<file path="config.mk">
export PLATFORM = sky130hd
export DESIGN_NAME = ifetch_prefetch_queue_flat
export DESIGN_NICKNAME = d
export VERILOG_FILES = /design/src/rtl/ifetch_prefetch_queue_if.sv /design/src/rtl/ifetch_prefetch_queue.sv /design/src/flat_wrapper.sv
export SDC_FILE = /design/constraint.sdc
export NUM_CORES = 1
export LEC_CHECK = 0
export CORE_AREA = 2 2 272 167
export CTS_CLUSTER_SIZE = 30
export DETAILED_ROUTE_END_ITERATION = 7
export DIE_AREA = 0 0 274 169
export HOLD_SLACK_MARGIN = 0.06
export PLACE_DENSITY = 0.8
export SKIP_CTS_REPAIR_TIMING = 1
export SYNTH_ARGS = -nofsm -noshare
export SYNTH_HDL_FRONTEND = slang
export SYNTH_SLANG_ARGS = --single-unit
</file>
<file path="constraint.sdc">
create_clock -name CLK -period 6.5 [get_ports CLK]
set_input_delay 1.625 -clock CLK [delete_from_list [all_inputs] [get_ports CLK]]
set_output_delay 1.625 -clock CLK [all_outputs]
set_load 0.1 [all_outputs]
</file>
<file path="src/rtl/ifetch_prefetch_queue_if.sv">
// Fetch-side bundle: request/response channel to instruction memory plus the
// valid/ready instruction delivery channel toward the core.
interface ifetch_prefetch_queue_if;
    logic        mem_req_valid;
    logic [63:0] mem_req_addr;
    logic        mem_req_ready;
    logic        mem_rsp_valid;
    logic [31:0] mem_rsp_data;
    logic        inst_valid;
    logic [31:0] inst_data;
    logic [63:0] inst_pc;
    logic        inst_ready;

    modport master (
        output mem_req_valid, mem_req_addr,
        input  mem_req_ready, mem_rsp_valid, mem_rsp_data,
        output inst_valid, inst_data, inst_pc,
        input  inst_ready
    );

    modport slave (
        input  mem_req_valid, mem_req_addr,
        output mem_req_ready, mem_rsp_valid, mem_rsp_data,
        input  inst_valid, inst_data, inst_pc,
        output inst_ready
    );
endinterface

</file>
<file path="src/rtl/ifetch_prefetch_queue.sv">
// Sequential instruction prefetcher with a DEPTH-entry PC-tagged queue; a response is visible one cycle later.
// Issue is credit-limited so memory responses are never backpressured; the core stalls via inst_ready.
module ifetch_prefetch_queue #(
    parameter int DEPTH   = 4,
    parameter int MAX_OUT = 4
) (
    input  logic                     CLK,
    input  logic                     resetl,
    input  logic [63:0]              startpc,
    input  logic                     redirect,
    input  logic [63:0]              redirect_pc,
    ifetch_prefetch_queue_if.master  bus
);
    localparam int PW = $clog2(DEPTH);
    localparam int CW = PW + 1;
    localparam int OW = $clog2(MAX_OUT) + 1;

    typedef enum logic {ST_BOOT, ST_RUN} state_t;

    state_t        r_state;
    state_t        w_state_nxt;
    logic [63:0]   r_fetch_pc;
    logic [63:0]   r_rsp_pc;
    logic [CW-1:0] r_count;
    logic [OW-1:0] r_outstanding;
    logic [OW-1:0] r_discard_cnt;
    logic [PW-1:0] r_wr_ptr;
    logic [PW-1:0] r_rd_ptr;
    logic [31:0]   r_q_data [DEPTH];
    logic [63:0]   r_q_pc   [DEPTH];

    logic          w_run;
    logic          w_req_vld;
    logic          w_req_fire;
    logic          w_flush;
    logic          w_drop;
    logic          w_push;
    logic          w_pop;
    logic          w_inst_vld;
    logic [31:0]   w_occupancy;
    logic [63:0]   w_redirect_pc;

    // Entries already held plus responses that will be kept must fit the queue.
    assign w_occupancy   = 32'(r_count) + 32'(r_outstanding) - 32'(r_discard_cnt);
    assign w_redirect_pc = redirect_pc & ~64'h3;

    assign w_run      = (r_state == ST_RUN);
    assign w_req_fire = w_req_vld & bus.mem_req_ready;
    assign w_flush    = w_run & redirect;
    assign w_drop     = w_run & !redirect & bus.mem_rsp_valid & (r_discard_cnt != '0);
    assign w_push     = w_run & !redirect & bus.mem_rsp_valid & (r_discard_cnt == '0);
    assign w_inst_vld = (r_count != '0);
    assign w_pop      = w_inst_vld & bus.inst_ready & !w_flush;

    always_ff @(posedge CLK or negedge resetl) begin
        if (!resetl) begin
            r_state <= ST_BOOT;
        end else begin
            r_state <= w_state_nxt;
        end
    end

    always_comb begin
        w_state_nxt = r_state;
        w_req_vld   = 1'b0;
        case (r_state)
            ST_BOOT: begin
                w_state_nxt = ST_RUN;
            end
            ST_RUN: begin
                w_req_vld = !redirect
                          && (r_outstanding < OW'(MAX_OUT))
                          && (w_occupancy < 32'(DEPTH));
            end
        endcase
    end

    always_ff @(posedge CLK or negedge resetl) begin
        if (!resetl) begin
            r_fetch_pc    <= '0;
            r_rsp_pc      <= '0;
            r_count       <= '0;
            r_outstanding <= '0;
            r_discard_cnt <= '0;
            r_wr_ptr      <= '0;
            r_rd_ptr      <= '0;
        end else if (r_state == ST_BOOT) begin
            r_fetch_pc <= startpc;
            r_rsp_pc   <= startpc;
        end else if (w_flush) begin
            // Everything still in flight, except a word landing right now, is stale.
            r_fetch_pc    <= w_redirect_pc;
            r_rsp_pc      <= w_redirect_pc;
            r_count       <= '0;
            r_wr_ptr      <= '0;
            r_rd_ptr      <= '0;
            r_outstanding <= r_outstanding - OW'(bus.mem_rsp_valid);
            r_discard_cnt <= r_outstanding - OW'(bus.mem_rsp_valid);
        end else begin
            if (w_req_fire) begin
                r_fetch_pc <= r_fetch_pc + 64'd4;
            end
            r_outstanding <= r_outstanding + OW'(w_req_fire) - OW'(bus.mem_rsp_valid);
            if (w_drop) begin
                r_discard_cnt <= r_discard_cnt - OW'(1);
            end
            if (w_push) begin
                r_wr_ptr <= r_wr_ptr + PW'(1);
                r_rsp_pc <= r_rsp_pc + 64'd4;
            end
            if (w_pop) begin
                r_rd_ptr <= r_rd_ptr + PW'(1);
            end
            r_count <= r_count + CW'(w_push) - CW'(w_pop);
        end
    end

    always_ff @(posedge CLK) begin
        if (w_push) begin
            r_q_data[r_wr_ptr] <= bus.mem_rsp_data;
            r_q_pc[r_wr_ptr]   <= r_rsp_pc;
        end
    end

    assign bus.mem_req_valid = w_req_vld;
    assign bus.mem_req_addr  = r_fetch_pc;
    assign bus.inst_valid    = w_inst_vld;
    assign bus.inst_data     = w_inst_vld ? r_q_data[r_rd_ptr] : 32'd0;
    assign bus.inst_pc       = w_inst_vld ? r_q_pc[r_rd_ptr]   : 64'd0;
endmodule

</file>
<file path="src/flat_wrapper.sv">
// flat-port wrapper written by rule: the top's interface ports become plain ports
module ifetch_prefetch_queue_flat 
#(
    parameter int DEPTH   = 4,
    parameter int MAX_OUT = 4
)
  (CLK, resetl, startpc, redirect, redirect_pc, bus_mem_req_valid, bus_mem_req_addr, bus_mem_req_ready, bus_mem_rsp_valid, bus_mem_rsp_data, bus_inst_valid, bus_inst_data, bus_inst_pc, bus_inst_ready);
  ifetch_prefetch_queue_if bus_i ();
  input  logic CLK;
  input  logic resetl;
  input  logic [63:0] startpc;
  input  logic redirect;
  input  logic [63:0] redirect_pc;
  output wire logic [$bits(bus_i.mem_req_valid)-1:0] bus_mem_req_valid;
  output wire logic [$bits(bus_i.mem_req_addr)-1:0] bus_mem_req_addr;
  input wire logic [$bits(bus_i.mem_req_ready)-1:0] bus_mem_req_ready;
  input wire logic [$bits(bus_i.mem_rsp_valid)-1:0] bus_mem_rsp_valid;
  input wire logic [$bits(bus_i.mem_rsp_data)-1:0] bus_mem_rsp_data;
  output wire logic [$bits(bus_i.inst_valid)-1:0] bus_inst_valid;
  output wire logic [$bits(bus_i.inst_data)-1:0] bus_inst_data;
  output wire logic [$bits(bus_i.inst_pc)-1:0] bus_inst_pc;
  input wire logic [$bits(bus_i.inst_ready)-1:0] bus_inst_ready;
  assign bus_mem_req_valid = bus_i.mem_req_valid;
  assign bus_mem_req_addr = bus_i.mem_req_addr;
  assign bus_i.mem_req_ready = bus_mem_req_ready;
  assign bus_i.mem_rsp_valid = bus_mem_rsp_valid;
  assign bus_i.mem_rsp_data = bus_mem_rsp_data;
  assign bus_inst_valid = bus_i.inst_valid;
  assign bus_inst_data = bus_i.inst_data;
  assign bus_inst_pc = bus_i.inst_pc;
  assign bus_i.inst_ready = bus_inst_ready;
  ifetch_prefetch_queue #(.DEPTH(DEPTH), .MAX_OUT(MAX_OUT)) u_core (.CLK(CLK), .resetl(resetl), .startpc(startpc), .redirect(redirect), .redirect_pc(redirect_pc), .bus(bus_i));
endmodule
</file>
# Word level (Yosys, flattened, before mapping)
# Memories as Yosys holds them, arrays and structs flattened.
# Index checks and enable logic that the tools add are counted.
[totals]
ram_bits = 384
reg_bits = 142
n_memories = 2
word_cells = 66
[op_classes]
order_cmp = 2
n_addsub = 12
n_eq_ne = 2
reduce_logical = 13
muxes = 19
bitwise_logic = 8
[memory_table]
columns = ["memory", "depth", "width", "read_ports", "rd_clocked_by_memory_dff", "wr", "line", "source"]
rows = [
  ["u_core.r_q_pc", 4, 64, 1, 0, 1, "ifetch_prefetch_queue.sv:30", "logic [63:0] r_q_pc [DEPTH];"],
  ["u_core.r_q_data", 4, 32, 1, 0, 1, "ifetch_prefetch_queue.sv:29", "logic [31:0] r_q_data [DEPTH];"],
]
[ops]
columns = ["op", "n"]
rows = [
  ["$mux W64", 7],
  ["$add A64 B3 Y64 const B", 2],
  ["$lt A32 B3 Y1 const B", 1],
  ["$mux W32", 1],
  ["$sub A32 B3 Y32", 1],
  ["$mux W3", 4],
  ["$sub A3 B1 Y3", 3],
  ["$and A1 B1 Y1", 8],
  ["$mux W2", 4],
  ["$add A3 B1 Y3", 2],
  ["$ne A3 B3 Y1 const B", 2],
  ["$reduce_and A2 Y1", 3],
  ["$reduce_bool A2 Y1", 3],
  ["$reduce_bool A3 Y1", 2],
  ["$add A2 B1 Y2 const B", 2],
  ["$add A3 B3 Y4", 1],
  ["$logic_not A3 Y1", 1],
  ["$lt A3 B3 Y1 const B", 1],
  ["$mux W1", 3],
  ["$sub A3 B1 Y3 const B", 1],
  ["$logic_and A1 B1 Y1", 2],
  ["$logic_not A1 Y1", 2],
]

# Longest topological paths before layout
# Gate-level depths: netlist of run 1.
[depth]
ltp_word = 9
ltp_mapped = 20
depth_no_buf = 18

# Least setup slack after synthesis of run 1
# Ideal clock, no wire load.
[synth_timing]
path_type = "in2reg"
from = "input redirect"
to = "memory u_core.r_q_data[1][0], enable pin"
slack_ns = 1.327
n_path_buf = 2
stages = 4
arrival_time_ns = 4.707
setup_ns = 0.466
path_cell_list = "nor2_1 > clkbuf_1 > clkbuf_1 > and3_1"
[synth_via]
elab_chain_len = 6
[synth_rtl]
columns = ["item", "line", "source"]
rows = [
  ["from (decl)", "flat_wrapper.sv:12", "input logic redirect;"],
  ["$logic_not A1 Y1", "ifetch_prefetch_queue.sv:51", "assign w_push = w_run & !redirect & bus.mem_rsp_valid & (r_discard_cnt == '0);"],
  ["$and A1 B1 Y1 (3 in a row)", "ifetch_prefetch_queue.sv:51", ""],
  ["$mux W1", "ifetch_prefetch_queue.sv:119", "if (w_push) begin"],
  ["$mux W1 (not written as such)", "ifetch_prefetch_queue.sv:120", "r_q_data[r_wr_ptr] <= bus.mem_rsp_data;"],
  ["to (decl)", "ifetch_prefetch_queue.sv:29", ""],
]
# Every way passes these cells.

# Final worst setup path of run 1
[layout_timing]
from = "register u_core.r_rd_ptr[0]"
to = "output bus_inst_pc[41]"
[layout_via]
elab_chain_len = 2
[layout_rtl]
columns = ["item", "line", "source"]
rows = [
  ["from (decl)", "ifetch_prefetch_queue.sv:28", "logic [PW-1:0] r_rd_ptr;"],
  ["from (signal assigned)", "ifetch_prefetch_queue.sv:112", "r_rd_ptr <= r_rd_ptr + PW'(1);"],
  ["$mem_v2 Z4 W64", "--", ""],
  ["$mux W64", "ifetch_prefetch_queue.sv:129", "assign bus.inst_pc = w_inst_vld ? r_q_pc[r_rd_ptr] : 64'd0;"],
  ["to (decl)", "flat_wrapper.sv:21", "output wire logic [$bits(bus_i.inst_pc)-1:0] bus_inst_pc;"],
]
# Every way passes these cells.

==> out/metrics.cfg, run 1 <==
[timing]
max_freq_ghz=0.186
relSlewSlack_pct=7.79
fin_crit_ns=5.37
final-hold-violation-count=0
worst_slack_ns=1.13
report.final.slew_viol_count=0
finalCritPeriodShare_pct=82.6
finalSetupViolCount=0
worstMarginPinSlew_ns=1.38
finalSetupTns_ns=0
clock-skew-final_ns=0.0400
rsz0062_at_grt=no

[setup_path]
crit_type=reg2out
cp.buffers_inverters=2
cp_data_required_time_ns=4.88
endpoint_kind=primary output
worstPathMaxFanout=45
worst_path_max_delay_cell=dfrtp_4
arrival_ns=3.74
start_kind=register
critPathTopFamily=buffers and inverters
critical_path.cell_chain=buf_12 > mux4_2 > and2_1 > clkdlybuf4s50_1
slowest_delay_ns=1.09

[logic_synthesis]
synth_cell_types=73
synthesis.nets=1953
synth_xor_area_share_pct=0.624
yosys.area_share.simple_pct=11.7
synthArstFlopShare_pct=26.7
synth_compound_area_share_pct=12.0
ys_seq_area_share_pct=63.0
synth_fa_ha_area_share_pct=1.30
syn_area_um2=23900
synth_edf_count=384
syn_inst=1764
synth_ff_type=edfxtp_1
synth_mux_area_share_pct=9.23
syn_area_per_cell_um2=13.5
yosysWarnings=0
yosys_register_bits=524
synth_top_family_by_area=compound AO/OA/AOI/OAI gates

[placement]
gp_congestion=0.977
hpwl_um=45800
preCtsSetupSlack_ns=1.48
numPortBuffers=325

[clocking]
clk_latency_ns=0.61
path_clk_slew_ns=0.06
clk_path_buf_depth=3
cts_tree=done
cts_made_buffers=49
clock-sinks=524
cts_root_buffer=clkbuf_16
h-tree-depth=2

[run]
max_cap_viol_count=0

[min_path]
hp-class=reg2reg

[power_and_ir_drop]
vdd_drop_max_uv=386
power_leakage_uw=0.00997
power_density_nw_per_um2=411
total_power_uw=12100

[route]
drt-total-wl_um=69100
antenna_left=0
wl_per_cell_um=25.7
drt-vias-per-instance=6.41
via_count=17244
dr.pass1.iters=8
drcViolationCount=0
first_iter_violations=2170

[floorplanning]
die_x_um=274
ios=328
fp-row-count=60
coreArea_um2=44000
die_h_um=169
dieArea_um2=46300
start_util_pct=54.2

[finish]
final_core_util_pct=66.9
fin_nets=2253
area_delta_synth_final_pct=23.4
drive_gt1_share_pct=11.1
nFillCells=3081
multi_input_area_um2=8370
layout_commonest_cell=edfxtp_1
regArea_um2=15000
most-common-layout-cells=edfxtp_1, clkdlybuf4s50_1, a21oi_1

[global_route]
grt_max_degree=101
grt.total_usage_pct=29.8
antenna_found_initial=0
grt_pass1_vias=17094
overflow=0
grt_pass1_wl_um=104000

[run_status]
outcome=finished clean

[state kept, by name (all words and copies together) (netlist names)]
register	count
u_core.r_discard_cnt	3
u_core.r_wr_ptr	2
u_core.r_state	1
u_core.bus.mem_req_addr	62
u_core.r_rsp_pc	64
u_core.r_q_data	128
u_core.r_count	3
u_core.r_q_pc	256
u_core.r_outstanding	3
u_core.r_rd_ptr	2
[per-layer routing]
metal	part of all wire (%)	wire length, um	GRT usage, %	vias up
met1	40	27400	41.7	8643
met3	9.3	6390	5.94	176
met2	46	31900	45.7	914
li1	-	-	-	7511
met4	4.8	3300	13.8	0
met5	0	0	0	-
[final cells by class]
type                            count  area share [%]
Timing Repair Buffer              350            12.0
Clock buffer                       56            4.25
Sequential cell                   524            51.1
Antenna cell                        1         0.00850
Multi-Input combinational cell   1108            28.4
Inverter                           31           0.395
Tap cell                          589            2.50
Clock inverter                     33            1.33
[report_power, final]
part           switching (uW)  internal (uW)
sequential                318           3760
clock                    1280           1710
combinational            3660           1370
[cells by family after synthesis]
group / Yosys count
buffers and inverters: 132
DFF: 524
adders and majority gates: 23
and+or+nand+nor: 509
muxes: 100
other: 1
xor gates and xnor gates: 17
AOI/OAI and AO/OA: 458
[worst register-to-register path: stages, from the launching register on]
cell and delay (ns):
dfrtp_1 0.42, ha_1 0.23, fa_1 0.38, xor2_1 0.17, ha_1 0.29, o21ai_0 0.08, nor2_1 0.18, nor2_1 0.07
ha_1 0.27, nor3b_1 0.29, nand2_1 0.44, nor2_1 1.19, a31oi_1 0.19, o22a_1 0.26
[final timing paths]
check,slack [ns],endpoint,from,cells past startpoint
setup / recovery,1.13,bus_inst_pc[41],u_core.r_rd_ptr[0]$_DFFE_PN0P_,4
hold / removal,0.55,u_core.r_q_pc[0][1]$_DFFE_PP_,u_core.r_rsp_pc[1]$_DFFE_PN0P_,0
setup reg to reg,1.94,u_core.bus.mem_req_addr[25]$_DFFE_PN0P_,u_core.r_count[0]$_DFFE_PN0P_,13
hold reg to reg,0.55,u_core.r_q_pc[0][1]$_DFFE_PP_,u_core.r_rsp_pc[1]$_DFFE_PN0P_,0
max in group asynchronous,4.33,u_core.r_rsp_pc[61]$_DFFE_PN0P_,resetl,2
min in group asynchronous,1.01,u_core.bus.mem_req_addr[54]$_DFFE_PN0P_,resetl,1
[metrics by stage]
stage	hold slack [ns]	std cells	instance area, um^2
floorplan	0.471	1764	23900
global placement	0.520	2602	27800
detailed placement	0.536	2602	27800
CTS	0.550	2691	29400
global route	0.579	2691	29400
finish	0.550	2692	29400
[synth_stat cells (4+ instances only)]
master	n	area, um^2
edfxtp_1	384	11500
a21oi_1	162	811
dfrtp_1	140	3500
nand2_1	123	462
o21ai_0	112	561
and2_1	101	632
mux4_2	96	2160
clkbuf_1	80	300
a22oi_1	55	413
nor2_1	54	203
nand3_1	53	265
nand4_1	38	238
inv_1	31	116
nor3_1	28	140
and3_1	25	156
o31ai_1	24	180
ha_1	20	250
nor4_1	19	119
and4_1	17	149
xnor2_1	14	123
a22o_1	13	114
buf_1	13	48.8
a2bb2oi_1	11	96.3
a31oi_1	10	62.6
or3_1	10	62.6
o21a_1	8	60.1
o22a_1	8	70.1
a211oi_1	6	45.0
a21o_1	5	37.5
a31o_2	5	43.8
buf_2	5	25.0
nand2b_1	5	31.3
or4_1	5	37.5
a41o_1	4	40.0
a41oi_1	4	35.0
mux2i_1	4	40.0
nor3b_1	4	30.0
o2bb2ai_1	4	35.0
No activity file was read; power rests on OpenSTA's default activity.
==> run 2: changes to the inputs <==
--- a/config.mk
+++ b/config.mk
@@ -5,12 +5,12 @@
 export SDC_FILE = /design/constraint.sdc
 export NUM_CORES = 1
 export LEC_CHECK = 0
-export CORE_AREA = 2 2 272 167
+export CORE_AREA = 2 2 286 175
 export CTS_CLUSTER_SIZE = 30
 export DETAILED_ROUTE_END_ITERATION = 7
-export DIE_AREA = 0 0 274 169
+export DIE_AREA = 0 0 288 177
 export HOLD_SLACK_MARGIN = 0.06
-export PLACE_DENSITY = 0.8
+export PLACE_DENSITY = 0.76
 export SKIP_CTS_REPAIR_TIMING = 1
 export SYNTH_ARGS = -nofsm -noshare
 export SYNTH_HDL_FRONTEND = slang
==> constraint.sdc (replaced) <==
create_clock -name CLK -period 4.59 [get_ports CLK]
set_input_delay 1.1475 -clock CLK [delete_from_list [all_inputs] [get_ports CLK]]
set_output_delay 1.1475 -clock CLK [all_outputs]
set_load 0.1 [all_outputs]
==> run 2 against run 1 <==
  * Count of clock-buffer cells in the layout up 14
  * Hold slack got worse by 0.0024 ns
  * Routed wire length shrank 1.4%
  * Combinational power grew 40%
  * Sequential share of layout area barely moved
  * Setup slack worse by 0.96 ns
  * Global-route usage shrank 3.1 points
  * Non-clock buffer count increased by 12
  * Clock power is 39% higher
  * Via count barely moved
  * Register-to-register slack worse by 1.3 ns
  * Critical path type unchanged
  * Critical endpoint is now bus_mem_req_valid
  * Highest routed layer unchanged
==> out/metrics.cfg, run 2 (synthesized netlist as in run 1, its figures left out) <==
[global_route]
grt_pass1_wl_um=102000  ; -1.6%
grt_max_degree=107  ; +5.9%
antenna_found_initial=0  ; unchanged
overflow=0  ; unchanged
grt.total_usage_pct=26.7  ; -3.1 points
grt_pass1_vias=16759  ; -2.0%

[finish]
most-common-layout-cells=edfxtp_1, clkdlybuf4s50_1, a21oi_1
regMostFlops=u_core.r_q_pc
fin_cells=2766  ; +2.7%
area_delta_synth_final_pct=23.4  ; about the same
n_antenna_cell=0  ; -1
drive_gt1_share_pct=16.4  ; +5.3 points
top_regs=u_core.r_q_pc (256), u_core.r_q_data (128), u_core.r_rsp_pc (64)
largest_reg_flops=256  ; unchanged
layout_commonest_cell=edfxtp_1
fin_nets=2265  ; +0.53%
nFillCells=3755  ; +22%

[clocking]
cts_made_buffers=49  ; unchanged
cts_tree=done
clk_latency_ns=0.60  ; about the same
clk_path_buf_depth=3  ; unchanged
cts_root_buffer=clkbuf_16
clock-sinks=524  ; unchanged
h-tree-depth=2  ; unchanged
path_clk_slew_ns=0.07  ; about the same

[setup_path]
cp_data_required_time_ns=3.44  ; -1.44 ns
endpoint_kind=primary output
cp.buffers_inverters=1  ; -1
critical_path.cell_chain=ha_1 > fa_1 > xor2_1 > ha_1 > o21ai_0 > nor2_1 > nor2_1 > ha_1 > nor3b_2 > and3_4 > buf_12
arrival_ns=3.27  ; -0.47 ns
slowest_delay_ns=0.40  ; -0.69 ns
critPathTopFamily=adder cells
cpMostUsedCell=ha_1
crit_type=reg2out
worst_path_max_delay_cell=dfrtp_1
start_kind=register
worstPathMaxFanout=3  ; -93%

[timing]
finalHoldWorstSlack_ns=0.548  ; -0.00235 ns
fin_crit_ns=4.42
final-hold-violation-count=0  ; unchanged
report.final.slew_viol_count=0  ; unchanged
finalCritPeriodShare_pct=96.3
relSlewSlack_pct=23.8  ; +16 points
finalSetupTns_ns=0  ; unchanged
clock-skew-final_ns=0.0449  ; +0.00496 ns
max_freq_ghz=0.226
rsz0062_at_grt=no
worstMarginPinSlew_ns=1.13  ; -0.244 ns
finalSetupViolCount=0  ; unchanged

[floorplanning]
die_x_um=288  ; +5.1%
fp-row-count=63  ; +5.0%
coreArea_um2=48600  ; +10%
die_h_um=177  ; +4.7%
start_util_pct=49.1  ; -5.1 points
dieArea_um2=51000  ; +10%
ios=328  ; unchanged

[route]
drt-total-wl_um=68100  ; -1.4%
drcViolationCount=0  ; unchanged
wl_per_cell_um=24.6  ; -4.1%
via_count=17257  ; +0.075%
first_iter_violations=2188  ; +0.83%
dr.pass1.iters=7  ; -1
antenna_left=0  ; unchanged
drt-vias-per-instance=6.24  ; -2.6%

[placement]
hpwl_um=45600  ; -0.35%
place_inst=2675  ; +2.8%
numPortBuffers=325  ; unchanged
gp_congestion=0.894  ; -8.5%

[power_and_ir_drop]
power_density_nw_per_um2=575  ; +40%
total_power_uw=16900  ; +40%
power_leakage_uw=0.0102  ; +2.2%
vdd_drop_max_uv=408  ; +5.7%

[min_path]
hp-class=reg2reg

[run_status]
outcome=finished clean

[run]
max_cap_viol_count=0  ; unchanged

==> run 2: cell types whose count changed in the layout (fill, tap and decap cells not counted), sizes merged <==
cell           previous run  this run
buf                      27       136
clkdlybuf4s50           323       226
clkbuf                   56        70
clkinv                   21        12
bufinv                    8         4
clkinvlp                  0         2
diode                     1         0
inv                      35        34
==> run 2: where the power goes <==
group          switching (uW)  total, uW  leakage [uW]  internal (uW)
combinational            5270       7080       0.00412           1810
clock                    1790       4150      0.000789           2350
sequential                378       5710       0.00528           5330
==> run 2: layout make-up <==
cell class | count | area (um^2) | share of cell area [%]
flip-flops and latches | 524 | 15000 | 51.1
multi-input cells | 1108 | 8380 | 28.5
clock inverters | 21 | 220 | 0.748
well taps | 650 | 813 | 2.76
clock buffers | 70 | 1400 | 4.75
repair buffers | 362 | 3460 | 11.8
inverters | 31 | 116 | 0.395
==> run 2: final timing paths <==
path,startpoint,endpoint,slack (ns),depth (start not counted)
max,u_core.r_count[0]$_DFFE_PN0P_,bus_mem_req_valid,0.17,11
min,u_core.r_rsp_pc[0]$_DFFE_PN0P_,u_core.r_q_pc[0][0]$_DFFE_PP_,0.55,0
max reg2reg,u_core.r_count[0]$_DFFE_PN0P_,u_core.r_outstanding[2]$_DFFE_PN0P_,0.65,18
min reg2reg,u_core.r_rsp_pc[0]$_DFFE_PN0P_,u_core.r_q_pc[0][0]$_DFFE_PP_,0.55,0
max in group asynchronous,resetl,u_core.r_rsp_pc[62]$_DFFE_PN0P_,2.88,2
min in group asynchronous,resetl,u_core.r_rsp_pc[22]$_DFFE_PN0P_,0.71,1
==> run 2: per-layer routing <==
| metal | part of all wire, % | wire [um] | track usage, % |
|---|---|---|---|
| met1 | 41 | 27800 | 37.5 |
| met2 | 46 | 31400 | 41.2 |
| met3 | 9.1 | 6200 | 5.45 |
| met4 | 4.0 | 2710 | 10.6 |
| met5 | 0 | 0 | 0 |
==> run 2: per-stage QoR <==
stage / cell area [um^2] / worst slack, ns / utilization (%)
after floorplan: 23900 / 0.472 / -
after global placement: 27800 / 0.659 / 57.3
after detailed placement: 27800 / 0.658 / 57.3
after CTS: 29400 / 0.0221 / 60.6
after global routing: 29400 / 0.0126 / 60.6
final: 29400 / 0.168 / 60.6
==> run 3: changes to the inputs <==
--- a/config.mk
+++ b/config.mk
@@ -6,6 +6,7 @@
 export NUM_CORES = 1
 export LEC_CHECK = 0
 export CORE_AREA = 2 2 286 175
+export CTS_CLUSTER_DIAMETER = 80
 export CTS_CLUSTER_SIZE = 30
 export DETAILED_ROUTE_END_ITERATION = 7
 export DIE_AREA = 0 0 288 177
==> run 3 against run 2 <==
  * Maximum frequency barely moved
  * Sequential share of layout area grew 1.7 points
  * Clock power fell by 41%
  * Count of clock-buffer cells in the layout is 35 lower
  * Final area down 3.2%
==> out/metrics.cfg, run 3 (synthesized netlist as in run 1, its figures left out) <==
[global_route]
antenna_found_initial=0  ; unchanged
grt_max_degree=107  ; unchanged
grt.total_usage_pct=26.2  ; -0.47 points
grt_pass1_wl_um=101000  ; -1.5%
grt_pass1_vias=16393  ; -2.2%
overflow=0  ; unchanged

[finish]
largest_reg_flops=256  ; unchanged
top_regs=u_core.r_q_pc (256), u_core.r_q_data (128), u_core.r_rsp_pc (64)
most-common-layout-cells=edfxtp_1, clkdlybuf4s50_1, a21oi_1
fin_cells=2715  ; -1.8%
regMostFlops=u_core.r_q_pc
n_antenna_cell=0  ; unchanged
fin_nets=2238  ; -1.2%
drive_gt1_share_pct=14.7  ; -1.7 points
layout_commonest_cell=edfxtp_1
area_delta_synth_final_pct=19.5

[clocking]
clock-sinks=524  ; unchanged
clk_path_buf_depth=3  ; unchanged
cts_made_buffers=22  ; -55%
cts_root_buffer=clkbuf_16
clk_latency_ns=0.58  ; -0.02 ns
cts_tree=done
h-tree-depth=1  ; -1
path_clk_slew_ns=0.12  ; +0.05 ns

[timing]
finalCritPeriodShare_pct=96.2  ; about the same
relSlewSlack_pct=22.2  ; -1.5 points
clock-skew-final_ns=0.0208  ; -0.0241 ns
fin_crit_ns=4.42  ; -0.00387 ns
worstMarginPinSlew_ns=1.16  ; +0.0220 ns
report.final.slew_viol_count=0  ; unchanged
final-hold-violation-count=0  ; unchanged
rsz0062_at_grt=no
finalSetupViolCount=0  ; unchanged
max_freq_ghz=0.226  ; about the same
finalSetupTns_ns=0  ; unchanged
worst_slack_ns=0.172  ; +0.00387 ns

[min_path]
hp-class=reg2reg
min_from=u_core.bus.mem_req_addr[55]$_DFFE_PN0P_
min_to=u_core.bus.mem_req_addr[55]$_DFFE_PN0P_
whs_path_depth=1  ; +1

[placement]
hpwl_um=45600  ; unchanged
preCtsSetupSlack_ns=0.658  ; unchanged
gp_congestion=0.894  ; unchanged
place_inst=2675  ; unchanged
numPortBuffers=325  ; unchanged

[floorplanning]
dieArea_um2=51000  ; unchanged
coreArea_um2=48600  ; unchanged
ios=328  ; unchanged
start_util_pct=49.1  ; unchanged
die_x_um=288  ; unchanged
fp-row-count=63  ; unchanged
die_h_um=177  ; unchanged

[setup_path]
rr_startpoint=u_core.r_count[0]$_DFFE_PN0P_
arrival_ns=3.27  ; about the same
cp_data_required_time_ns=3.44  ; about the same
endpoint_kind=primary output
worstPathMaxFanout=3  ; unchanged
r2r_slack_ns=0.66  ; about the same
cpMostUsedCell=ha_1
reg2reg_to=u_core.r_outstanding[2]$_DFFE_PN0P_
reg2reg_depth=18  ; unchanged
start_kind=register
worst_path_max_delay_cell=dfrtp_1
critical_path.cell_chain=ha_1 > fa_1 > xor2_1 > ha_1 > o21ai_0 > nor2_1 > nor2_1 > ha_1 > nor3b_2 > and3_4 > buf_12
crit_type=reg2out
slowest_delay_ns=0.42  ; +0.02 ns

[power_and_ir_drop]
vdd_drop_max_uv=402  ; -1.4%
power_density_nw_per_um2=535  ; -7.1%
power_leakage_uw=0.00973  ; -4.5%
total_power_uw=15200  ; -10%

[route]
drcViolationCount=0  ; unchanged
via_count=16911  ; -2.0%
drt-total-wl_um=67400  ; -0.99%
first_iter_violations=2018  ; -7.8%
dr.pass1.iters=5  ; -2
drt-vias-per-instance=6.23  ; -0.16%
wl_per_cell_um=24.8  ; +0.87%
antenna_left=0  ; unchanged

[run_status]
outcome=finished clean

[run]
max_cap_viol_count=0  ; unchanged

## run 3: cell types whose count changed in the layout (fill, tap and decap cells not counted), sizes merged
cell	before	now
clkbuf	70	35
bufinv	4	0
clkinvlp	2	0
clkinv	12	3
inv	34	33
## run 3: worst max path at each step
stage | startpoint | endpoint | cells after the start
detailed placement | u_core.r_count[0]$_DFFE_PN0P_ | bus_mem_req_valid | 11
global route | u_core.r_count[0]$_DFFE_PN0P_ | bus_mem_req_valid | 11
floorplan | u_core.r_outstanding[0]$_DFFE_PN0P_ | bus_mem_req_valid | 10
finish | u_core.r_count[0]$_DFFE_PN0P_ | bus_mem_req_valid | 11
global placement | u_core.r_count[0]$_DFFE_PN0P_ | bus_mem_req_valid | 11
CTS | u_core.r_count[0]$_DFFE_PN0P_ | bus_mem_req_valid | 11
## run 3: metal layers
metal | part of all wire (%) | global-route usage (%) | up-vias
met5 | 0 | 0 | -
met4 | 3.9 | 9.18 | 0
met3 | 8.0 | 4.95 | 132
met2 | 47 | 41.4 | 780
met1 | 41 | 36.9 | 8538
li1 | - | - | 7461
## run 3: cell type report
type	count	area, um^2
Fill cell	3844	20000
Sequential cell	524	15000
Multi-Input combinational cell	1108	8380
Timing Repair Buffer	362	3460
Tap cell	650	813
Clock buffer	35	631
Inverter	31	116
Clock inverter	5	58.8
## run 3: per-stage QoR
step | utilization [%] | area, um^2 | hold WS, ns
2_1_floorplan | - | 23900 | 0.471
3_3_place_gp | 57.3 | 27800 | 0.518
3_5_place_dp | 57.3 | 27800 | 0.536
4_1_cts | 58.7 | 28500 | 0.569
5_1_grt | 58.7 | 28500 | 0.577
6_report | 58.7 | 28500 | 0.563
## run 3: where the power goes
group | switching [uW] | internal, uW
logic | 5280 | 1810
clock network | 1470 | 987
registers | 377 | 5320
total | 7120 | 8120
## run 3: critical path: cells and delay by family (launching register included)
kind	cells	cell delay (ns)
adders and majority gates	4	1.16
and+or+nand+nor	4	0.69
DFF	1	0.42
xor gates and xnor gates	1	0.17
buffers and inverters	1	0.17
AOI/OAI and AO/OA	1	0.09
